$ cat src/rtl/target_pos_gen_if.sv
// rtl/target_pos_gen_if.sv - request/target bundle between game-state logic and target_pos_gen
interface target_pos_gen_if #(
  parameter int X_BITS = 8,
  parameter int Y_BITS = 7
);
  logic                     target_ate;
  logic [X_BITS-1:0]        avoid_x;
  logic [Y_BITS-1:0]        avoid_y;
  logic [X_BITS-1:0]        target_x;
  logic [Y_BITS-1:0]        target_y;
  logic [X_BITS+Y_BITS-1:0] rnd_addr;
  logic                     valid;
  logic                     busy;
  logic                     fallback;

  modport master (
    output target_ate, avoid_x, avoid_y,
    input  target_x, target_y, rnd_addr, valid, busy, fallback
  );

  modport slave (
    input  target_ate, avoid_x, avoid_y,
    output target_x, target_y, rnd_addr, valid, busy, fallback
  );
endinterface

$ cat src/rtl/target_pos_gen.sv
// rtl/target_pos_gen.sv - LFSR-driven target position generator with range/avoid retry and fallback
module target_pos_gen #(
  parameter int X_BITS    = 8,
  parameter int Y_BITS    = 7,
  parameter int X_MAX     = 159,
  parameter int Y_MAX     = 119,
  parameter int SEED_X    = 1,
  parameter int SEED_Y    = 1,
  parameter int MAX_TRIES = 16
) (
  input  logic             clk,
  input  logic             rst_n,
  target_pos_gen_if.slave  bus
);

  function automatic logic [15:0] tap_mask(input int w);
    case (w)
      2:       tap_mask = 16'h0003;
      3:       tap_mask = 16'h0006;
      4:       tap_mask = 16'h000C;
      5:       tap_mask = 16'h0014;
      6:       tap_mask = 16'h0030;
      7:       tap_mask = 16'h0060;
      8:       tap_mask = 16'h00B8;
      9:       tap_mask = 16'h0110;
      10:      tap_mask = 16'h0240;
      11:      tap_mask = 16'h0500;
      12:      tap_mask = 16'h0829;
      13:      tap_mask = 16'h100D;
      14:      tap_mask = 16'h2015;
      15:      tap_mask = 16'h6000;
      16:      tap_mask = 16'hD008;
      default: tap_mask = 16'h0003;
    endcase
  endfunction

  generate
    if (X_BITS < 2 || X_BITS > 16 || Y_BITS < 2 || Y_BITS > 16) begin : g_bad_width
      $error("target_pos_gen: X_BITS/Y_BITS must be 2..16");
    end
    if ((SEED_X % (1 << X_BITS)) == 0 || (SEED_Y % (1 << Y_BITS)) == 0) begin : g_bad_seed
      $error("target_pos_gen: LFSR seeds must be non-zero");
    end
    if (X_MAX < 0 || Y_MAX < 0 || X_MAX >= (1 << X_BITS) || Y_MAX >= (1 << Y_BITS)) begin : g_bad_max
      $error("target_pos_gen: X_MAX/Y_MAX out of coordinate range");
    end
    if (MAX_TRIES < 1 || MAX_TRIES > 255) begin : g_bad_tries
      $error("target_pos_gen: MAX_TRIES must be 1..255");
    end
  endgenerate

  localparam logic [X_BITS-1:0] X_MASK   = X_BITS'(tap_mask(X_BITS));
  localparam logic [Y_BITS-1:0] Y_MASK   = Y_BITS'(tap_mask(Y_BITS));
  localparam logic [X_BITS-1:0] X_SEED   = X_BITS'(SEED_X);
  localparam logic [Y_BITS-1:0] Y_SEED   = Y_BITS'(SEED_Y);
  localparam logic [X_BITS-1:0] X_LIM    = X_BITS'(X_MAX);
  localparam logic [Y_BITS-1:0] Y_LIM    = Y_BITS'(Y_MAX);
  localparam logic [7:0]        LAST_TRY = 8'(MAX_TRIES - 1);

  typedef enum logic [1:0] {IDLE, DRAW, CHECK, DONE} state_t;

  state_t            state, state_nx;
  logic [X_BITS-1:0] lfsr_x, cand_x, cand_x_nx, tgt_x, tgt_x_nx;
  logic [Y_BITS-1:0] lfsr_y, cand_y, cand_y_nx, tgt_y, tgt_y_nx;
  logic [7:0]        tries, tries_nx;
  logic              pending, pending_nx;
  logic              fb, fb_nx;
  logic              accept;

  // Free-running; the all-zero lock-up state can only be reached by a glitch, so just reseed.
  always_ff @(posedge clk or negedge rst_n) begin
    if (!rst_n) begin
      lfsr_x <= X_SEED;
      lfsr_y <= Y_SEED;
    end else begin
      lfsr_x <= (lfsr_x == '0) ? X_SEED : {lfsr_x[X_BITS-2:0], ^(lfsr_x & X_MASK)};
      lfsr_y <= (lfsr_y == '0) ? Y_SEED : {lfsr_y[Y_BITS-2:0], ^(lfsr_y & Y_MASK)};
    end
  end

  always_ff @(posedge clk or negedge rst_n) begin
    if (!rst_n) begin
      state   <= IDLE;
      tries   <= '0;
      pending <= 1'b0;
      cand_x  <= '0;
      cand_y  <= '0;
      tgt_x   <= '0;
      tgt_y   <= '0;
      fb      <= 1'b0;
    end else begin
      state   <= state_nx;
      tries   <= tries_nx;
      pending <= pending_nx;
      cand_x  <= cand_x_nx;
      cand_y  <= cand_y_nx;
      tgt_x   <= tgt_x_nx;
      tgt_y   <= tgt_y_nx;
      fb      <= fb_nx;
    end
  end

  assign accept = (cand_x <= X_LIM) && (cand_y <= Y_LIM) &&
                  !((cand_x == bus.avoid_x) && (cand_y == bus.avoid_y));

  always_comb begin
    state_nx   = state;
    tries_nx   = tries;
    pending_nx = pending;
    cand_x_nx  = cand_x;
    cand_y_nx  = cand_y;
    tgt_x_nx   = tgt_x;
    tgt_y_nx   = tgt_y;
    fb_nx      = fb;
    // Requests arriving mid-operation collapse into a single queued request.
    if (state != IDLE && bus.target_ate) pending_nx = 1'b1;
    case (state)
      IDLE: begin
        if (bus.target_ate || pending) begin
          state_nx   = DRAW;
          tries_nx   = '0;
          pending_nx = 1'b0;
        end
      end
      DRAW: begin
        cand_x_nx = lfsr_x;
        cand_y_nx = lfsr_y;
        state_nx  = CHECK;
      end
      CHECK: begin
        if (accept) begin
          tgt_x_nx = cand_x;
          tgt_y_nx = cand_y;
          fb_nx    = 1'b0;
          state_nx = DONE;
        end else if (tries == LAST_TRY) begin
          if (bus.avoid_x == '0 && bus.avoid_y == '0) begin
            tgt_x_nx = X_LIM;
            tgt_y_nx = Y_LIM;
          end else begin
            tgt_x_nx = '0;
            tgt_y_nx = '0;
          end
          fb_nx    = 1'b1;
          state_nx = DONE;
        end else begin
          tries_nx = tries + 8'd1;
          state_nx = DRAW;
        end
      end
      DONE:    state_nx = IDLE;
      default: state_nx = IDLE;
    endcase
  end

  assign bus.target_x = tgt_x;
  assign bus.target_y = tgt_y;
  assign bus.rnd_addr = {tgt_x, tgt_y};
  assign bus.fallback = fb;
  assign bus.valid    = (state == DONE);
  assign bus.busy     = (state != IDLE);

endmodule

$ cat src/flat_wrapper.sv
// flat-port wrapper written by rule: the top's interface ports become plain ports
module target_pos_gen_flat 
#(
  parameter int X_BITS    = 8,
  parameter int Y_BITS    = 7,
  parameter int X_MAX     = 159,
  parameter int Y_MAX     = 119,
  parameter int SEED_X    = 1,
  parameter int SEED_Y    = 1,
  parameter int MAX_TRIES = 16
)
  (clk, rst_n, bus_target_ate, bus_avoid_x, bus_avoid_y, bus_target_x, bus_target_y, bus_rnd_addr, bus_valid, bus_busy, bus_fallback);
  target_pos_gen_if #(.X_BITS(X_BITS), .Y_BITS(Y_BITS)) bus_i ();
  input  logic clk;
  input  logic rst_n;
  input wire logic [$bits(bus_i.target_ate)-1:0] bus_target_ate;
  input wire logic [$bits(bus_i.avoid_x)-1:0] bus_avoid_x;
  input wire logic [$bits(bus_i.avoid_y)-1:0] bus_avoid_y;
  output wire logic [$bits(bus_i.target_x)-1:0] bus_target_x;
  output wire logic [$bits(bus_i.target_y)-1:0] bus_target_y;
  output wire logic [$bits(bus_i.rnd_addr)-1:0] bus_rnd_addr;
  output wire logic [$bits(bus_i.valid)-1:0] bus_valid;
  output wire logic [$bits(bus_i.busy)-1:0] bus_busy;
  output wire logic [$bits(bus_i.fallback)-1:0] bus_fallback;
  assign bus_i.target_ate = bus_target_ate;
  assign bus_i.avoid_x = bus_avoid_x;
  assign bus_i.avoid_y = bus_avoid_y;
  assign bus_target_x = bus_i.target_x;
  assign bus_target_y = bus_i.target_y;
  assign bus_rnd_addr = bus_i.rnd_addr;
  assign bus_valid = bus_i.valid;
  assign bus_busy = bus_i.busy;
  assign bus_fallback = bus_i.fallback;
  target_pos_gen #(.X_BITS(X_BITS), .Y_BITS(Y_BITS), .X_MAX(X_MAX), .Y_MAX(Y_MAX), .SEED_X(SEED_X), .SEED_Y(SEED_Y), .MAX_TRIES(MAX_TRIES)) u_core (.clk(clk), .rst_n(rst_n), .bus(bus_i));
endmodule
$ cat config.mk
export PLATFORM = sky130hd
export DESIGN_NAME = target_pos_gen_flat
export DESIGN_NICKNAME = d
export VERILOG_FILES = /design/src/rtl/target_pos_gen_if.sv /design/src/rtl/target_pos_gen.sv /design/src/flat_wrapper.sv
export SDC_FILE = /design/constraint.sdc
export NUM_CORES = 1
export LEC_CHECK = 0
export CORE_MARGIN = 4
export CORE_UTILIZATION = 40
export CTS_BUF_LIST = sky130_fd_sc_hd__clkbuf_16
export CTS_CLUSTER_DIAMETER = 120
export DETAILED_ROUTE_END_ITERATION = 16
export HOLD_SLACK_MARGIN = 0.12
export PLACE_DENSITY = 0.69
export REMOVE_ABC_BUFFERS = 1
export SYNTH_ARGS = -nofsm -noshare
export SYNTH_HDL_FRONTEND = slang
export SYNTH_SLANG_ARGS = --single-unit
export TNS_END_PERCENT = 50
$ cat constraint.sdc
create_clock -name clk -period 2 [get_ports clk]
set_input_delay 0.2 -clock clk [delete_from_list [all_inputs] [get_ports clk]]
set_output_delay 0.2 -clock clk [all_outputs]
set_load 0.03 [all_outputs]
After elaboration in Yosys (flattened, before gate mapping)
Cells that the tools add are included.

word-level totals
  bits in registers = 57
  bits in latches = 0
  bits in writable memories = 0
  ROM bits = 0
  input bits = 18
  word-level logic and storage cells = 62
  memories = 0

operators by class
  add/subtract/negate cells = 1
  multipliers = 0
  div/mod/pow operators = 0
  magnitude comparators = 2
  eq/ne operators = 9
  shift-type cells = 0
  mux-type cells = 21
  bitwise logic cells = 0
  reductions and logical operators = 19

operators by type and width
  operator                                                         count
  8-bit 2-to-1 mux                                                 7
  7-bit 2-to-1 mux                                                 4
  8-bit logical NOT                                                2
  8-bit one-hot mux with 2 select lines                            1
  7-bit logical NOT                                                2
  8-bit by 1-bit adder with 8-bit output, second input constant    1
  8-bit by 4-bit == test with 1-bit output, second input constant  1
  8-bit == test                                                    1
  8-bit less-or-equal comparator, second input constant            1
  2-bit one-hot mux with 4 select lines                            1
  8-bit XOR reduction                                              1
  7-bit == test                                                    1
  7-bit less-or-equal comparator, second input constant            1
  7-bit XOR reduction                                              1
  2-bit 2-to-1 mux                                                 3
  2-bit nonzero test                                               3
  1-bit logical AND                                                5
  1-bit 2-to-1 mux                                                 5
  2-bit == test, second input constant                             2
  2-bit != test, second input constant                             2
  4-bit AND reduction                                              1
  2-bit by 1-bit == test with 1-bit output, second input constant  1
  2-bit logical NOT                                                1
  2-bit by 1-bit != test with 1-bit output, second input constant  1
  other kinds (3)                                                  3

Logic depth before layout (Yosys ltp)
Gate-level depths: netlist of run 1.

  word-level depth = 6
  depth in mapped cells = 8
  mapped depth without buffers = 6

Worst setup path after synthesis of run 1
Ideal clock, no wire load.

  path kind = register to register
  start point = register u_core.cand_y[4]
  end point = register u_core.tries[5]
  setup time = 0.069 ns
  arrival time = 1.786 ns
  required time = 1.931 ns
  setup slack = 0.145 ns
  cell stages (with the launch flop) = 8
  path buffers = 1
  path through = dfrtp_1 -> xor2_1 -> nor4_2 -> nand4_1 -> and2_1 -> buf_6 -> or4_1 -> nand3_1

between the ends
  word-level cells in the longest chain between the ends = 6
  elaborated cells on any way between the ends = 8

ends and longest elaborated chain
  what                                                                                    RTL line               source
  start, declared                                                                         target_pos_gen.sv:64   logic [Y_BITS-1:0] lfsr_y, cand_y, cand_y_nx, tgt_y, tgt_y_nx;
  start signal, assigned                                                                  target_pos_gen.sv:96   cand_y <= cand_y_nx;
  parallel branches: the longest is 3 deep, another holds 7-bit less-or-equal comparator  --
  1-bit logical AND *                                                                     target_pos_gen.sv:103  assign accept = (cand_x <= X_LIM) && (cand_y <= Y_LIM) &&
  2-bit != test (no line) *                                                               --
  4-bit AND reduction (no line) *                                                         --
  end signal, assigned                                                                    target_pos_gen.sv:93   tries <= tries_nx;
  end, declared                                                                           target_pos_gen.sv:65   logic [7:0] tries, tries_nx;

Mark *: on every way between the ends.
A chain may end at the register's enable or synchronous reset.

Final worst setup path of run 1
  start point = register u_core.cand_x[0]
  end point = register u_core.tries[5]

between the ends
  word-level cells in the longest chain between the ends = 6
  elaborated cells on any way between the ends = 8

ends and longest elaborated chain
  what                                                                                    RTL line               source
  start, declared                                                                         target_pos_gen.sv:63   logic [X_BITS-1:0] lfsr_x, cand_x, cand_x_nx, tgt_x, tgt_x_nx;
  start signal, assigned                                                                  target_pos_gen.sv:95   cand_x <= cand_x_nx;
  parallel branches: the longest is 3 deep, another holds 8-bit less-or-equal comparator  --
  1-bit logical AND *                                                                     target_pos_gen.sv:103
  2-bit != test (no line) *                                                               --
  4-bit AND reduction (no line) *                                                         --

Marked as above.

==> results of run 1 <==
-- tightest hold or removal path: stages --
cell                            delay, ns
sky130_fd_sc_hd__dlygate4sd3_1       0.51
sky130_fd_sc_hd__buf_2               0.12
sky130_fd_sc_hd__buf_12              0.26
-- registers in the layout, indices dropped and copies added (netlist names) --
register and count:
u_core.bus.target_x 8, u_core.cand_x 8, u_core.lfsr_x 8, u_core.tries 8, u_core.bus.target_y 7, u_core.cand_y 7
u_core.lfsr_y 7, u_core.state 2, u_core.bus.fallback 1, u_core.pending 1
-- synth_stat cells --
cell type and count:
sky130_fd_sc_hd__and3_1 2, sky130_fd_sc_hd__inv_1 7, sky130_fd_sc_hd__nand2b_1 2, sky130_fd_sc_hd__clkbuf_1 17, sky130_fd_sc_hd__a21o_1 1, sky130_fd_sc_hd__nand2_1 21, sky130_fd_sc_hd__a41oi_1 1, sky130_fd_sc_hd__nor3_1 6
sky130_fd_sc_hd__nor4_1 5, sky130_fd_sc_hd__nor4_2 3, sky130_fd_sc_hd__mux2i_1 5, sky130_fd_sc_hd__or4_1 3, sky130_fd_sc_hd__o21a_1 2, sky130_fd_sc_hd__a22oi_1 1, sky130_fd_sc_hd__or2_2 3, sky130_fd_sc_hd__nor2_2 1
sky130_fd_sc_hd__dfstp_2 2, sky130_fd_sc_hd__nor4b_1 1, sky130_fd_sc_hd__mux2_2 13, sky130_fd_sc_hd__a32oi_1 1, sky130_fd_sc_hd__xnor2_1 1, sky130_fd_sc_hd__a21oi_1 4, sky130_fd_sc_hd__nand3_1 7, sky130_fd_sc_hd__o311ai_0 1
sky130_fd_sc_hd__o211ai_1 5, sky130_fd_sc_hd__dfrtp_1 55, sky130_fd_sc_hd__nor2_1 15, sky130_fd_sc_hd__buf_2 2, sky130_fd_sc_hd__xor2_1 16, sky130_fd_sc_hd__and2_1 2, sky130_fd_sc_hd__a211oi_1 2, sky130_fd_sc_hd__buf_4 15
sky130_fd_sc_hd__o2bb2ai_1 12, sky130_fd_sc_hd__nor3b_1 1, sky130_fd_sc_hd__ha_1 2, sky130_fd_sc_hd__nand4_1 2, sky130_fd_sc_hd__nor2b_1 1, sky130_fd_sc_hd__o21ai_0 5, sky130_fd_sc_hd__buf_6 1
-- path summary, 6_finish.rpt --
kind	start	end	slack, ns
worst min-delay path	rst_n	u_core.cand_y[1]	0.39
max in group asynchronous	rst_n	u_core.lfsr_x[0]	1.30
worst max register to register	u_core.cand_x[0]	u_core.tries[5]	0.05
min in group clk	u_core.lfsr_y[2]	u_core.lfsr_y[3]	0.40
worst min register to register	u_core.lfsr_y[2]	u_core.lfsr_y[3]	0.40
worst max-delay path	u_core.cand_x[0]	u_core.tries[5]	0.05
-- power groups by stage --
stage | sequential [mW] | combinational (mW) | clock (mW)
after detailed placement | 1.87 | 2.53 | 0
final | 1.84 | 2.54 | 1.49
after floorplan | 2.36 | 0.919 | 0
after CTS | 1.85 | 2.53 | 1.51
after global placement | 1.86 | 2.49 | 0
after global routing | 1.90 | 2.74 | 1.58
-- cells in the final DEF (no fill, tap or decap), types with 7 or more instances in the layout --
master | Yosys | final
sky130_fd_sc_hd__clkbuf_16 | 0 | 9
sky130_fd_sc_hd__nor2_1 | 15 | 15
sky130_fd_sc_hd__xor2_1 | 16 | 16
sky130_fd_sc_hd__nand2_1 | 21 | 20
sky130_fd_sc_hd__dfrtp_1 | 55 | 55
sky130_fd_sc_hd__clkdlybuf4s50_1 | 0 | 49
sky130_fd_sc_hd__o2bb2ai_1 | 12 | 12
sky130_fd_sc_hd__buf_4 | 15 | 11
sky130_fd_sc_hd__inv_1 | 7 | 7
sky130_fd_sc_hd__mux2_2 | 13 | 13
-- final cells by class --
cell class	instances	area share (%)
sequential	57	40.9
multi-input combinational	147	29.7
timing repair buffer	63	17.4
clock buffer	9	6.45
tap	77	2.76
clock inverter	7	2.01
inverter	7	0.752
-- through the flow --
stage	cell area (µm²)	util (%)
5_1_grt	3490	54.4
6_report	3490	54.4
2_1_floorplan	2470	-
4_1_cts	3470	54.1
3_3_place_gp	3170	49.3
3_5_place_dp	3170	49.3
-- per-layer routing --
layer,vias to the layer above,part of all wire (%),track usage [%]
li1,914,-,-
met1,916,45,18.2
met2,59,48,22.9
met3,11,5.6,5.01
met4,0,1.5,5.36
met5,-,0,0
-- logic make-up (layout without fill, tap and decap cells) --
logic type / after synthesis / count (layout) / synth area share [%]
AO/OA/AOI/OAI: 35 / 35 / 9.70
XOR/XNOR: 17 / 17 / 5.57
adder cells (fa/ha/maj): 2 / 2 / 0.937
buffers and inverters: 42 / 86 / 8.38
flip-flops: 57 / 57 / 53.5
multiplexers: 18 / 18 / 7.35
AND/OR/NAND/NOR: 75 / 75 / 14.6
-- timing repair --
action | 4_1_cts | 5_1_grt
endpoints found under the hold margin | 55 | 0
hold buffers | 1 | 0
endpoints found under the setup margin | 0 | 21
gates resized for setup | 0 | 7
==> run summary, run 1 <==
The run finished with clean final reports. The power per standard cell area was 1680 nW/µm². In this run the worst path has a maximum fanout of 10. The core region is 6420 µm². Setup violations remaining at the end of the flow were counted as 0.

At the end of the flow, the number of nets in the layout was 305. In this run the count of I/O pins placed on the die edge is 51. The clock-pin slew on the worst setup and hold paths was 0.05 ns.

The endpoint kind of the worst setup timing path was a register. The synthesized design spends more area on one cell type than any other, namely sky130_fd_sc_hd__dfrtp_1. The slew at the pin with the worst max-slew slack came out at 0.510 ns. The max-capacitance violation count is 0, and the number of antenna violations at the first check in global routing is 0. Dividing the synthesized area by the synthesized cell count gives 10.9 µm². Number of global-route vias before repair: 1913. The category of the worst setup path launch point was a register.

The tools report the diode insertion count for antenna repair as 0. The share of the synthesized area in the top cell type is 51.5%. On the final layout, the worst hold slack is 0.388 ns. The switching portion of total power was 38.5%. Walking the worst path, the cells encountered are xor2_1 -> nor4_2 -> nand4_1 -> and2_4 -> or4_1 -> nand3_1. The peak ir drop on the vdd network came out at 0.000829 V. After synthesis, the cell types taking the most area are sky130_fd_sc_hd__dfrtp_1 52%, sky130_fd_sc_hd__mux2_2 5.5%, sky130_fd_sc_hd__xor2_1 5.2%, sky130_fd_sc_hd__buf_4 4.2%, sky130_fd_sc_hd__o2bb2ai_1 3.9%. For this run, the slowest stage of the critical path takes 0.46 ns. Summed over all failing endpoints, the final setup total negative slack is 0 ns. Area used by multi-input combinational logic: 1040 µm².

The min-delay analysis places its worst path in the category input port to asynchronous set/reset pin. The synthesized instance count is 246, and the maximum number of pins on one net before global-route repair is 58. Buffers inserted during clock tree synthesis total 9. For the worst setup timing slack at the placement stage, the log shows -0.241 ns. STA puts the critical path data arrival time at 2.21 ns. The logs give 1430 µm² for the sequential cell area in the final layout and 2670 µm² for the post-synthesis instance area. Of the available clock period, the critical path in the final layout requires 97.4%. In this run the horizontal extent of the chip is 89.7 µm. Sequential cells were found to cover 53.5% of the synthesized design area.

The critical path runs through a total of 6 cells. Setup slack on the critical path of the routed design comes to 0.0515 ns. TritonCTS built the clock tree. Including well taps, the total number of placed cells is 350. CTS built an H-tree with a depth of 3. Power comes to 5.87 mW.

The initial utilization of the core area, before any placement, comes to 41.6%. For this run, design rule violations remaining after detail routing come to 0. Internal power comes to 3.61 mW. Detailed placement finished with a half-perimeter wire length of 4.00 mm. The root buffer cell chosen for the clock tree is sky130_fd_sc_hd__clkbuf_16. The later pin in the worst-skew pair is clocked with a latency of 0.33 ns. After the flow finishes, the layout carries non-filler instances totaling 367. Buffers placed on the I/O ports in this run total 50. Dividing the detail-routed wire length by the instance count gives 14.6 µm.

The critical path class was register to register. The synthesized netlist contains 39 unique library cells. Sequential cells burn 31.3% of the power.

Broken down by cell family, the worst path's largest delay share belongs to simple AND/OR/NAND/NOR gates. The routed design has 5.38 mm of wire. The logs give 57 for the clock sink total and 5 for the number of detailed-routing iterations run before antenna repair. The tools report the fill cell instance count of the final layout as 556. Relative to the synthesized area, the layout overhead comes to 30.7%. The run gives 2.26 mW as the net switching power. The final count of pins violating max slew was 0. The residual antenna-violating net count after detailed routing is 0.

The tools report the total count of hold-check failures in the final report as 0. Synthesis inferred 57 register bits. The logs give 29 for the number of placement rows and 14.4% for the overall global routing resource usage. On the final layout, the worst clock skew is 0.00729 ns. The Yosys step of the flow raised 0 warnings. The number of cells on the worst reg-to-reg path was 6; the die footprint was 8050 µm². The post-route netlist has 18.3% of its cells at a drive strength greater than 1. DRC marker count from the first detailed-route iteration: 92.

After clock tree synthesis, the setup repair step added 0 buffers. Subtracting the final worst setup slack from the clock period gives 1.95 ns. Setup repair after global routing could not meet its margin everywhere. The total overflow reported by the global router was 0.

The clock passes through at most 2 buffers. The buffering stage count on the worst path with inverters included came out at 0. Routability-driven placement finished with a final weighted congestion of 0.824.

The total leakage power is 1.48 nW, and the remaining max-slew budget at the tightest pin is 65.6%. Per report_power, the combinational group accounts for 43.3% of the total. Detailed routing inserted a total of 1900 vias. Highest clock rate: 513 MHz.

Dividing the detail-routed via count by the number of cells gives 5.18. The largest individual stage delay along the critical path comes from the cell sky130_fd_sc_hd__or4_1. Per report_power, the clock group accounts for 25.3% of the total. The die is 89.7 µm tall. For the worst setup path, the data required time is 2.26 ns.

The first global-routing pass estimated 9.24 mm of wire.
Power figures use the tool's default switching activity.
==> run 2, diff against run 1 <==
--- a/config.mk
+++ b/config.mk
@@ -7,11 +7,11 @@
 export LEC_CHECK = 0
 export CORE_MARGIN = 4
 export CORE_UTILIZATION = 40
-export CTS_BUF_LIST = sky130_fd_sc_hd__clkbuf_16
 export CTS_CLUSTER_DIAMETER = 120
 export DETAILED_ROUTE_END_ITERATION = 16
 export HOLD_SLACK_MARGIN = 0.12
 export PLACE_DENSITY = 0.69
+export RECOVER_POWER = 25
 export REMOVE_ABC_BUFFERS = 1
 export SYNTH_ARGS = -nofsm -noshare
 export SYNTH_HDL_FRONTEND = slang
==> run summary, run 2 (synthesis results as in run 1) <==
The count of pins on the block boundary was 51 (unchanged). Buffering stage count on the worst path with inverters included: 0 (unchanged). The number of antenna violations at the first check in global routing was 0 (unchanged); the switching portion of total power was 40.2% (+1.6 points). The maximum single-stage delay on the critical path was 0.46 ns (about the same).

For the total overflow reported by the global router, the log shows 0 (unchanged). Walking the worst path, the cells encountered are xor2_1 -> nor4_2 -> nand4_1 -> and2_4 -> or4_1 -> nand3_1. The run gives 0 ns (unchanged) as the final total negative setup slack. TritonCTS built the clock tree.

The starting density of the core is 41.6% (unchanged). The tools report the overall global routing resource usage as 14.5% (+0.13 points). The critical path is of the register to register type.

The clock-pin slew on the worst setup and hold paths was 0.07 ns (+0.02 ns). The path class of the tightest hold or removal check is register to register. STA classifies the critical path endpoint as a register.

The maximum number of pins on one net before global-route repair was 58 (unchanged); the residual antenna-violating net count after detailed routing was 0 (unchanged). The run gives 9 (unchanged) as the number of buffers created by CTS. The slew at the pin with the worst max-slew slack came out at 1.34 ns (+0.826 ns). The post-detailed-placement cell area is 3170 µm² (unchanged), and the number of detailed-routing iterations run before antenna repair is 5 (unchanged). The cell count after placement was 350 (unchanged). The layout overhead on the synthesized area works out to 27.1%. The run gives 5.38 mm (unchanged) as the overall routed net length.

The number of global-route vias before repair came out at 1905 (-0.42%). The tools report the required time of the worst setup path as 2.28 ns (+0.02 ns). In the layout the commonest cells are 55 x sky130_fd_sc_hd__dfrtp_1, 49 x sky130_fd_sc_hd__clkdlybuf4s50_1, 20 x sky130_fd_sc_hd__nand2_1. The remaining max-slew budget at the tightest pin is 11.0% (-55 points). The width of the die was 89.7 µm (unchanged). Leaving out fill and tap cells, the most frequent cell in the layout is sky130_fd_sc_hd__dfrtp_1. Final-report setup violation count: 0 (unchanged).

Average vias per placed instance: 5.11 (-1.3%). The cell at the root of the clock tree was sky130_fd_sc_hd__clkbuf_8. Chip height: 89.7 µm (unchanged).

For the portion of total power attributed to combinational logic, the log shows 46.2% (+2.9 points). The number of buffer cells added on primary ports came out at 50 (unchanged). The final period demand of the worst path was 1.96 ns (+0.00670 ns). For the DRC marker count from the first detailed-route iteration, the log shows 78 (-15%). The flow ran to the end, and the final reports show no timing, DRC or antenna violations. The power per standard cell area is 1620 nW/µm² (-3.7%).

STA classifies the critical path startpoint as a register. The data arrival time of the worst path is 2.23 ns (+0.02 ns). The net total in the final layout was 305 (unchanged). The source-to-sink clock delay at the later pin of the worst-skew pair came out at 0.34 ns (about the same). The run gives 0.00891 ns (+0.00162 ns) as the maximum clock skew at final layout.

For the clock sink total, the log shows 57 (unchanged). The global-route wire length before repair came out at 9.24 mm (unchanged). The peak ir drop on the vdd network was 0.000786 V (-5.2%); the final count of pins violating max slew was 0 (unchanged). The fraction of layout cells with a size suffix above 1 was 18.6% (+0.34 points); the die footprint was 8050 µm² (unchanged).

The DRC violations left came out at 0 (unchanged). The tools report the overall power of the completed layout as 5.50 mW (-6.3%). The overall via count from detail_route is 1875 (-1.3%).

The wire length per cell after detailed routing was 14.6 µm (unchanged); the peak fanout along the critical path was 10 (unchanged). The max-capacitance violation count was 0 (unchanged); the number of levels the H-tree was split into was 3 (unchanged). The run gives 3.29 mW (-8.8%) as the cell-internal power. The non-filler instance count after layout came out at 367 (unchanged). The area of all placed cells without fillers was 3400 µm² (-2.8%); the placeable core area was 6420 µm² (unchanged).

Diode insertion count for antenna repair: 0 (unchanged). The part of the total power dissipated in sequential elements was 33.4% (+2.1 points); the number of placement rows was 29 (unchanged). Kind of cell adding the most delay to the critical path: simple AND/OR/NAND/NOR gates.

The last weighted congestion value of the routability-driven placer came out at 0.824 (unchanged). The critical path's slowest cell is sky130_fd_sc_hd__or4_1. Clock share of power: 20.4% (-4.9 points). The end-of-flow core utilization is 52.9% (-1.5 points). Total leakage power: 1.44 nW (-2.7%). The tools report the post-detailed-placement half-perimeter wirelength as 4.00 mm (unchanged). The tools report the total count of hold-check failures in the final report as 0 (unchanged). The net switching power came out at 2.21 mW (-2.4%). Setup repair after global routing could not meet its margin everywhere. The run gives 2 (unchanged) as the maximum buffer depth of the clock tree.

The highest clock rate is 511 MHz (-0.34%), and the share of the clock period used by the worst path after layout is 97.8% (+0.33 points).
==> run 2: worst register-to-register path, cell delays in order (launching register included) <==
cell and delay [ns]:
sky130_fd_sc_hd__dfrtp_1 0.43, sky130_fd_sc_hd__xor2_1 0.17, sky130_fd_sc_hd__nor4_2 0.26, sky130_fd_sc_hd__nand4_1 0.24, sky130_fd_sc_hd__and2_4 0.25, sky130_fd_sc_hd__or4_1 0.46, sky130_fd_sc_hd__nand3_1 0.09
==> run 2: path summary, 6_finish.rpt <==
check	start	endpoint	slack [ns]	depth (start not counted)
min reg2reg	u_core.lfsr_y[2]	u_core.lfsr_y[3]	0.40	0
min	u_core.lfsr_y[2]	u_core.lfsr_y[3]	0.40	0
max	u_core.cand_x[0]	u_core.tries[5]	0.04	6
min in group asynchronous	rst_n	u_core.cand_y[1]	0.78	3
max in group asynchronous	rst_n	u_core.pending	0.42	3
max reg2reg	u_core.cand_x[0]	u_core.tries[5]	0.04	6
==> run 2: routing by layer <==
| metal | share of wire (%) | up-vias | global-route usage, % |
|---|---|---|---|
| met2 | 48 | 53 | 22.8 |
| met3 | 4.8 | 15 | 3.51 |
| met4 | 2.1 | 0 | 8.43 |
| li1 | - | 911 | - |
| met1 | 45 | 896 | 18.3 |
| met5 | 0 | - | 0 |
==> run 2: layout make-up <==
class                      count  area (µm²)
clock buffer                  11         151
timing repair buffer          63         593
fill                         566        3030
clock inverter                 5        62.6
tap                           77        96.3
sequential                    57        1430
multi-input combinational    147        1040
inverter                       7        26.3
==> run 2: power groups by stage <==
stage | Sequential [mW] | Combinational [mW] | Clock [mW]
after floorplan | 2.36 | 0.919 | 0
after global placement | 1.86 | 2.49 | 0
after detailed placement | 1.87 | 2.53 | 0
after CTS | 1.85 | 2.54 | 1.16
after global routing | 1.90 | 2.74 | 1.21
final | 1.84 | 2.54 | 1.12
==> run 2: per-stage QoR <==
stage                     hold WS (ns)  setup WS (ns)
final                            0.397         0.0448
after global routing             0.414        -0.0724
after CTS                        0.374        0.00234
after detailed placement         0.219         -0.241
after global placement           0.222         -0.211
after floorplan                -0.0956        -0.0508
==> run 2: timing repair <==
item / 4_1_cts / 5_1_grt
endpoints found under the setup margin: 0 / 21
gates resized for setup: 0 / 7
hold buffers: 1 / 0
endpoints found under the hold margin: 57 / 0
setup buffers: 0 / 0
==> run 3, diff against run 2 <==
--- a/config.mk
+++ b/config.mk
@@ -5,10 +5,10 @@
 export SDC_FILE = /design/constraint.sdc
 export NUM_CORES = 1
 export LEC_CHECK = 0
-export CORE_MARGIN = 4
 export CORE_UTILIZATION = 40
 export CTS_CLUSTER_DIAMETER = 120
 export DETAILED_ROUTE_END_ITERATION = 16
+export GPL_TIMING_DRIVEN = 0
 export HOLD_SLACK_MARGIN = 0.12
 export PLACE_DENSITY = 0.69
 export RECOVER_POWER = 25
==> run summary, run 3 (synthesis results as in run 1) <==
The run finished with clean final reports. Worst setup timing slack at the placement stage: -0.752 ns (-0.511 ns). For the last weighted congestion value of the routability-driven placer, the log shows 0.837 (+1.6%). The peak fanout along the critical path was 10 (unchanged); the count of pins on the block boundary was 51 (unchanged). The residual antenna-violating net count after detailed routing was 0 (unchanged); the slew at the pin with the worst max-slew slack was 0.903 ns (-0.432 ns). The fraction of layout cells with a size suffix above 1 is 17.3% (-1.4 points). Launch instance of the worst min-delay path: u_core.lfsr_y[1]. Critical register-to-register path startpoint: u_core.cand_y[2].

The kind of cell adding the most delay to the critical path was simple AND/OR/NAND/NOR gates. The cell sitting at the root of the clock tree is a sky130_fd_sc_hd__clkbuf_8. The maximum number of pins on one net before global-route repair was 36 (-38%); the clock-pin slew on the worst setup and hold paths was 0.06 ns (about the same). TritonCTS built the clock tree.

The number of antenna violations at the first check in global routing was 0 (unchanged); the total overflow reported by the global router was 0 (unchanged). DRC marker count from the first detailed-route iteration: 119 (+53%). For the die footprint, the log shows 7010 µm² (-13%).

The number of buffer cells added on primary ports was 50 (unchanged). The tools report the starting density of the core as 41.8% (+0.24 points). The layout overhead on the synthesized area was 27.0% (about the same). The number of levels the H-tree was split into was 3 (unchanged). The post-detailed-placement half-perimeter wirelength is 3.80 mm (-4.8%).

The smallest setup slack after layout came out at 0.0740 ns (+0.0291 ns). The tools report the final-report setup violation count as 0 (unchanged). The fill cell instance count of the final layout is 554 (-2.1%).

For the net total in the final layout, the log shows 299 (-2.0%). The width of the die is 83.7 µm (-6.7%), and the final period demand of the worst path is 1.93 ns (-0.0291 ns). The source-to-sink clock delay at the later pin of the worst-skew pair is 0.33 ns (about the same). The number of detailed-routing iterations run before antenna repair was 4 (-1); the total count of hold-check failures in the final report was 0 (unchanged). The run gives 8.87 mm (-4.0%) as the global-route wire length before repair.

The logs give 29 (unchanged) for the number of placement rows and 0 (unchanged) for the max-capacitance violation count. For the maximum clock skew at final layout, the log shows 0.00614 ns (-0.00278 ns). The clock sink total was 57 (unchanged); the remaining max-slew budget at the tightest pin was 39.8% (+29 points). The tools report the launch point of the critical path as u_core.cand_y[2]. Diode insertion count for antenna repair: 0 (unchanged). The worst setup path is launched from a register. The power per standard cell area was 1590 nW/µm² (-2.0%).

The final count of pins violating max slew was 0 (unchanged). The share of the clock period used by the worst path after layout was 96.3% (-1.5 points). The maximum single-stage delay on the critical path is 0.47 ns (about the same), and the number of global-route vias before repair is 1787 (-6.2%). Overall power of the completed layout: 5.39 mW (-2.1%). The wire length per cell after detailed routing came out at 14.7 µm (+0.60%). Walking the worst path, the cells encountered are xor2_1 -> nor4_2 -> nand4_1 -> and2_4 -> or4_1 -> nand3_1. The top cell types in the final layout, fill and taps aside, are 55 x sky130_fd_sc_hd__dfrtp_1, 49 x sky130_fd_sc_hd__clkdlybuf4s50_1, 20 x sky130_fd_sc_hd__nand2_1. The peak ir drop on the vdd network was 0.000838 V (+6.5%); the average vias per placed instance was 5.19 (+1.6%). The most frequent standard cell in the layout excluding fill and tap cells was sky130_fd_sc_hd__dfrtp_1.

The critical path in this run is classified as register to register. The data arrival time of the worst path is 2.19 ns (-0.04 ns), and the total leakage power is 1.42 nW (-1.7%). The buffering stage count on the worst path with inverters included was 0 (unchanged). The path class of the tightest hold or removal check is register to register. The tools report the placeable core area as 6390 µm² (-0.57%).

The logs give 16.3% (+1.7 points) for the overall global routing resource usage and 1873 (-0.11%) for the overall via count from detail_route. Setup repair after global routing could not meet its margin everywhere. The required time of the worst setup path came out at 2.27 ns (about the same).

Overall routed net length: 5.32 mm (-1.0%). The slowest stage of the critical path is the sky130_fd_sc_hd__or4_1 cell. The worst setup path is captured at a register.

For the maximum buffer depth of the clock tree, the log shows 2 (unchanged). The chip height was 83.7 µm (-6.7%); the highest clock rate was 519 MHz (+1.5%). The DRC violations left was 0 (unchanged). Number of buffers created by CTS: 9 (unchanged).
==> run 3: cell types whose count changed in the layout (fill, tap and decap cells not counted), sizes merged <==
cell,previous run,this run
buf,12,6
inv,8,7
clkbuf,12,15
clkinv,1,2
bufinv,1,0
clkinvlp,2,0
==> run 3: path summary, 6_finish.rpt <==
path	endpoint	slack (ns)	cells after the start
max	u_core.tries[3]	0.07	6
min	u_core.lfsr_y[2]	0.40	0
max reg2reg	u_core.tries[3]	0.07	6
min reg2reg	u_core.lfsr_y[2]	0.40	0
max in group asynchronous	u_core.lfsr_y[0]	0.77	3
min in group asynchronous	u_core.pending	0.54	2
==> run 3: worst register-to-register path: cells and delay by family (launching register included) <==
| kind | cells | cell delay, ns |
|---|---|---|
| simple gates | 5 | 1.29 |
| flops | 1 | 0.41 |
| xor+xnor | 1 | 0.17 |
==> run 3: stage by stage <==
step | util, % | setup TNS (ns) | hold WS (ns) | instance area (µm²) | std cells
after floorplan | - | -0.569 | -0.0956 | 2470 | 211
after global placement | 48.1 | -67.80 | 0.382 | 3070 | 338
after detailed placement | 48.4 | -11.10 | 0.339 | 3090 | 339
after CTS | 52.3 | -0.0490 | 0.394 | 3340 | 357
after global routing | 53.1 | -0.562 | 0.412 | 3390 | 361
final | 53.1 | 0 | 0.401 | 3390 | 361
==> run 3: timing repair <==
item / CTS / global route
pin swaps: 0 / 4
buffers inserted: 1 / 4
gates resized for setup: 6 / 5
endpoints found under the setup margin: 22 / 20
endpoints found under the hold margin: 33 / 0
hold buffers: 1 / 0
==> run 3: cell type report <==
type / count / area [µm²] / share of cell area, %
timing repair buffer: 57 / 596 / 17.6
multi-input combinational: 147 / 1050 / 31.0
tap: 77 / 96.3 / 2.84
clock buffer: 14 / 183 / 5.38
clock inverter: 2 / 10.0 / 0.295
sequential: 57 / 1430 / 42.1
inverter: 7 / 26.3 / 0.774
==> run 3: where the power goes <==
part	leakage (nW)	internal, mW	switching (mW)	total (mW)
Sequential	0.696	1.50	0.336	1.83
Clock	0.102	0.581	0.438	1.02
Combinational	0.620	1.14	1.39	2.53
Total	1.42	3.22	2.17	5.39
==> run 3: layer usage <==
layer	up-vias	track usage, %	share of wire, %
li1	900	-	-
met1	920	22.4	46
met2	44	24.8	48
met3	9	3.46	4.4
met4	0	6.93	1.6
met5	-	0	0
